<file path="src/rtl/scan_mux_pkg.sv">
// Shared types and helpers for the scan_mux block: the mode encoding and
// the pointer wrap rule used by the round-robin scan.
package scan_mux_pkg;

    typedef enum logic {MODE_FIXED, MODE_SCAN} mode_e;

    function automatic int unsigned next_ptr(int unsigned ptr, int unsigned channels);
        return (ptr == channels - 32'd1) ? 32'd0 : ptr + 32'd1;
    endfunction

endpackage

</file>
<file path="src/rtl/scan_mux_ptr.sv">
// Channel pointer for scan_mux: software select loads, round-robin advance
// with idle skip, and the one-cycle error pulse for out-of-range selects.
module scan_mux_ptr
    import scan_mux_pkg::*;
#(
    parameter int CHANNELS = 4,
    parameter int SEL_W    = $clog2(CHANNELS)
) (
    input  logic             clk,
    input  logic             rst,
    input  logic             mode_i,
    input  logic [SEL_W-1:0] sel_i,
    input  logic             sel_load_i,
    input  logic             accept_i,
    input  logic             cur_valid_i,
    output logic [SEL_W-1:0] ptr_o,
    output logic             sel_err_o
);

    localparam logic [SEL_W:0] CH_COUNT = (SEL_W + 1)'(CHANNELS);

    logic [SEL_W-1:0] ptr_q, ptr_d;
    logic             sel_err_q, sel_err_d;
    logic             sel_ok;

    assign sel_ok = ({1'b0, sel_i} < CH_COUNT);

    // A load always wins; a rejected load freezes the pointer for that cycle.
    always_comb begin
        ptr_d     = ptr_q;
        sel_err_d = 1'b0;
        if (sel_load_i) begin
            if (sel_ok) begin
                ptr_d = sel_i;
            end else begin
                sel_err_d = 1'b1;
            end
        end else if (mode_e'(mode_i) == MODE_SCAN && (accept_i || !cur_valid_i)) begin
            ptr_d = SEL_W'(next_ptr(32'(ptr_q), 32'(CHANNELS)));
        end
    end

    always_ff @(posedge clk or posedge rst) begin
        if (rst) begin
            ptr_q     <= '0;
            sel_err_q <= 1'b0;
        end else begin
            ptr_q     <= ptr_d;
            sel_err_q <= sel_err_d;
        end
    end

    assign ptr_o     = ptr_q;
    assign sel_err_o = sel_err_q;

endmodule

</file>
<file path="src/rtl/scan_mux.sv">
// N-channel, W-bit registered multiplexer with a valid/ready output stage;
// channel choice comes from scan_mux_ptr (fixed select or round-robin scan).
module scan_mux
    import scan_mux_pkg::*;
#(
    parameter int WIDTH    = 1,
    parameter int CHANNELS = 4,
    parameter int SEL_W    = $clog2(CHANNELS)
) (
    input  logic                      clk,
    input  logic                      rst,
    input  logic                      mode,
    input  logic [SEL_W-1:0]          sel,
    input  logic                      sel_load,
    input  logic [CHANNELS*WIDTH-1:0] in_data,
    input  logic [CHANNELS-1:0]       in_valid,
    output logic [CHANNELS-1:0]       in_ready,
    output logic [WIDTH-1:0]          out_data,
    output logic [SEL_W-1:0]          out_chan,
    output logic                      out_valid,
    input  logic                      out_ready,
    output logic                      sel_err
);

    logic [SEL_W-1:0] ptr;
    logic             can_load;
    logic             cur_valid;
    logic             accept;
    logic [WIDTH-1:0] out_data_q;
    logic [SEL_W-1:0] out_chan_q;
    logic             out_valid_q;

    assign can_load  = !out_valid_q || out_ready;
    assign cur_valid = in_valid[ptr];
    assign accept    = cur_valid && can_load;

    always_comb begin
        in_ready = '0;
        if (can_load) begin
            in_ready[ptr] = 1'b1;
        end
    end

    scan_mux_ptr #(
        .CHANNELS (CHANNELS),
        .SEL_W    (SEL_W)
    ) u_ptr (
        .clk         (clk),
        .rst         (rst),
        .mode_i      (mode),
        .sel_i       (sel),
        .sel_load_i  (sel_load),
        .accept_i    (accept),
        .cur_valid_i (cur_valid),
        .ptr_o       (ptr),
        .sel_err_o   (sel_err)
    );

    // Accept takes precedence over drain so back-to-back transfers keep valid high.
    always_ff @(posedge clk or posedge rst) begin
        if (rst) begin
            out_data_q  <= '0;
            out_chan_q  <= '0;
            out_valid_q <= 1'b0;
        end else if (accept) begin
            out_data_q  <= in_data[ptr*WIDTH +: WIDTH];
            out_chan_q  <= ptr;
            out_valid_q <= 1'b1;
        end else if (out_ready) begin
            out_valid_q <= 1'b0;
        end
    end

    assign out_data  = out_data_q;
    assign out_chan  = out_chan_q;
    assign out_valid = out_valid_q;

endmodule

</file>
<file path="config.mk">
export PLATFORM = sky130hd
export DESIGN_NAME = scan_mux
export DESIGN_NICKNAME = d
export VERILOG_FILES = /design/src/rtl/scan_mux_pkg.sv /design/src/rtl/scan_mux_ptr.sv /design/src/rtl/scan_mux.sv
export SDC_FILE = /design/constraint.sdc
export NUM_CORES = 1
export LEC_CHECK = 0
export ABC_AREA = 1
export CORE_MARGIN = 2
export CORE_UTILIZATION = 34
export DETAILED_ROUTE_END_ITERATION = 12
export HOLD_SLACK_MARGIN = 0.08
export PLACE_DENSITY = 0.7
export SLEW_MARGIN = 20
export SYNTH_ARGS = -nofsm -noshare
export SYNTH_HDL_FRONTEND = slang
export SYNTH_HIERARCHICAL = 1
export SYNTH_SLANG_ARGS = --single-unit
</file>
<file path="constraint.sdc">
create_clock -name clk -period 3.67 [get_ports clk]
set_clock_uncertainty 0.05 [all_clocks]
set_input_delay 0.5505 -clock clk [delete_from_list [all_inputs] [get_ports clk]]
set_output_delay 0.5505 -clock clk [all_outputs]
set_load 0.02 [all_outputs]
</file>
# After elaboration in Yosys (flattened, before gate mapping)
# Cells that the tools add are included.
# classes
add_sub_neg	1
magnitude_cmp	2
eq_ne	1
n_shift	1
n_mux	10
reduce_logical	9
# ops
op	count
two-way mux 2 bit	3
two-way mux 1 bit	4
two-way mux 4 bit	1
nonzero test 2 bit	2
indexed part select 4 x 3 -> 1 bit	1
logical AND 1 bit	3
less-than comparator 2 x 3 -> 1 bit (second input constant)	1
adder 2 x 1 -> 2 bit (second input constant)	1
binary-select mux 1 bit (select 2 bit)	1
demux 1 bit (select 2 bit)	1
== test 2 bit (second input constant)	1
>= comparator 2 x 1 -> 1 bit (second input constant)	1
zero test 1 bit	2
logical OR 1 bit	2
# totals
register_bits	6
output_inout_bits	9
wordCells	28

# Logic depth before layout (Yosys ltp)
# logic_depth
ltp_word	7
depth_mapped	14
ltp_nobuf	13

# Cells and area by module
# The synthesis kept the hierarchy.
# by_module_without_submodules
module	instances	cells_per_inst	area_each_um2
scan_mux	1	45	302.8
scan_mux_ptr	1	24	150.1

# Worst setup path after synthesis
# OpenSTA, ideal clock, no wires.
# synth_timing
path_type	input port to output port
start	input port out_ready
end	output port in_ready[0]
arrival_time_ns	1.082
path_slack_ns	1.987
cell_stages	2
n_path_buf	0
path_cell_list	nor2_1 nor3_1
# synth_via
elab_chain_len	2
# synth_lines
item	line	source
start, declared	scan_mux.sv:21	input logic out_ready,
logical OR 1 bit	scan_mux.sv:33	assign can_load = !out_valid_q || out_ready;
two-way mux 4 bit	scan_mux.sv:39	if (can_load) begin
end, declared	scan_mux.sv:17	output logic [CHANNELS-1:0] in_ready,
# No other way between the ends.

# Worst setup path after layout
# Same ends and word-level chain as after synthesis.

==> results by group <==
Run status
  • Status: finished clean

Synthesis
  • Area share of the largest cell type after synthesis: 33.15%
  • Synth area leaders: dfrtp_1 (33%), nand2_1 (26%), nand2_2 (8.3%)
  • Syn_area_per_cell: between 6 and 7 um2
  • Syn Nets: 85
  • Seq/Total Area, Yosys: 33.15%
  • Netlist Area Pre-Place: between 400 and 500 um2
  • Post-synth cell types: 14
  • #FFs+latches synth: 6
  • Area leader, netlist: dfrtp_1
  • Synth Instances: 69
  • Yosys warns: 6

CTS
  • Post-CTS resize count: 0
  • Clock Tree Buf Depth: 2
  • Worst skew pair latency: approximately 0.24 ns
  • Hold buffer count at cts: 0
  • Clk sinks: 6
  • TritonCTS clock tree: yes
  • Root buf cell: clkbuf_4
  • Postcts setup bufs: 0
  • H-tree depth: 1
  • Clock slew at reported path FFs: ~0.050 ns
  • Inserted Clock Buffers: 3

STA
  • Tmin final: 2.472 ns
  • Maximum clock frequency: approximately 400 MHz
  • Setup TNS: 0 ns
  • Setup violators final: 0
  • RSZ-0062 raised after global routing: no
  • Slew Viols, Final: 0
  • Hold Fails Final Rpt: 0
  • Final hold slack: 0.4213 ns
  • Period utilisation layout: between 60 and 70%

Worst setup path
  • Critical path fanouts, max: 5
  • Required time of the critical path: about 3.1 ns
  • CP Cell Sequence: clkdlybuf4s50_1 > nor2_1 > nor3_1 > clkdlybuf4s50_1
  • CP startpoint kind: primary input
  • Reg-to-Reg Start: u_ptr/ptr_o[0]
  • Launch point of the worst path: out_ready
  • Max stage delay on crit path: between 0.6 and 0.7 ns
  • CP endpoint kind: output port
  • Arr. time, crit path: 1.87 ns
  • Flop-to-flop setup slack: around 2.1 ns
  • R2R cell count: 13
  • Setup CP Type: primary input to output port
  • Max stage delay cell, worst path: clkdlybuf4s50_1
  • CP most frequent cell: clkdlybuf4s50_1

Floorplan
  • Starting Density: ~36%
  • Chip height: ~41 um
  • DIE AREA: 1640 um2
  • # rows: 13
  • I/O pin count: 24
  • Core area: 1269 um2
  • Die width: ~40 um

GRT
  • Largest net degree at the start of global routing: 12
  • Vias in the first global route: 350
  • GRT Overall Usage: between 10% and 20%
  • Global route overflow: 0
  • Global-route wire length before repair: approximately 1300 um
  • Initial antenna violation count: 0

Power
  • Power per cell area: 682.7 nW/um2
  • Peak supply drop: ~350 uV
  • Overall power: between 0.0004 and 0.0005 W
  • Leak: approximately 0.36 nW

Place
  • Placer Congestion: roughly 0.66
  • HPWL Detailed: about 730 um
  • Port-buffer cells: 22

Hold path
  • WHS Path Cells: 2
  • Hold Path Origin: out_data
  • Worst min path class: flop to flop

Finish
  • Share of cells above drive strength 1: between 10% and 20%
  • P&R area growth vs syn: 53.59%
  • Ant. Diodes: 0
  • Fin nets: 110

Route
  • Via count: between 400 and 500
  • Vias/cell: between 4 and 5
  • Antenna Nets Post-Route: 0
  • Routed wire length per instance: about 8.4 um
  • DRT iter0 DRCs: 6
  • Drt drc: 0
  • WL final: between 800 and 900 um
  • DR pass1 iterations: 4

Run
  • Max-Cap Viols: 0
[final timing paths]
path,end
max,in_ready[0]
min,out_data
max reg2reg,u_ptr/ptr_o[0]
min reg2reg,out_data
max in group asynchronous,out_chan[0]
min in group asynchronous,u_ptr/ptr_o[0]
[area by class of cell]
type                       instances  area [um2]
inverter                           9       38.79
sequential                         6       150.1
clock buffer                       3       22.52
fill                             124       573.1
multi-input combinational         52       245.2
tap                               15       18.77
timing repair buffer              22       220.2
[per-layer routing]
layer	global-route usage, %	part of all wire (%)	up-vias
met5	0	0	-
met3	6.111	9.4	0
met2	18.65	46	19
li1	-	-	252
met1	14.62	44	188
met4	0	0	0
[worst max-delay path: cells and delay by family]
family / cells / cell delay [ns]
buffers and inverters: 2 / 1.08
and+or+nand+nor: 2 / 0.24
[power breakdown]
part | switching (W) | internal [W] | total (W)
Sequential | 0.0000353 | 0.0000951 | 0.000130
Clock | 0.0000217 | 0.0000369 | 0.0000586
Combinational | 0.000158 | 0.000128 | 0.000286
Total | 0.000215 | 0.000260 | 0.000475
[flip-flops by register name, indices dropped and copies added (netlist names)]
| signal | count |
|---|---|
| out_valid | 1 |
| out_chan | 2 |
| u_ptr/ptr_o | 2 |
| out_data | 1 |
[placed cells by master, fill, tap and decap left out, types with 2 or more instances in the layout]
master           instances
clkbuf_4                 3
clkdlybuf4s50_1         22
dfrtp_1                  6
inv_1                    5
inv_2                    3
nand2_1                 31
nand2_2                  6
nand2_4                  2
nand3_1                  5
nor2_1                   2
nor3_1                   4
[synth_stat cells, drive strengths merged]
library cell   n
nand2         39
nor2           2
dfrtp          6
nand3          5
buf            2
conb           1
inv            9
ha             1
nor3           4
[kinds of logic (layout without fill, tap and decap cells)]
| family | Yosys count | count (layout) | synth area share (%) |
|---|---|---|---|
| buf+inv | 11 | 34 | 12.71 |
| other cells | 1 | 1 | 0.8279 |
| flops | 6 | 6 | 33.15 |
| fa+ha+maj | 1 | 1 | 2.762 |
| simple gates | 50 | 50 | 50.55 |
[stage by stage]
| step | area, um2 | worst slack, ns | util [%] | std cells |
|---|---|---|---|---|
| global placement | 673.1 | 1.233 | 53.06 | 104 |
| global route | 695.7 | 1.096 | 54.83 | 107 |
| floorplan | 452.9 | 1.987 | - | 69 |
| CTS | 695.7 | 1.184 | 54.83 | 107 |
| finish | 695.7 | 1.198 | 54.83 | 107 |
| detailed placement | 673.1 | 1.195 | 53.06 | 104 |
No activity file was read; power rests on OpenSTA's default activity.
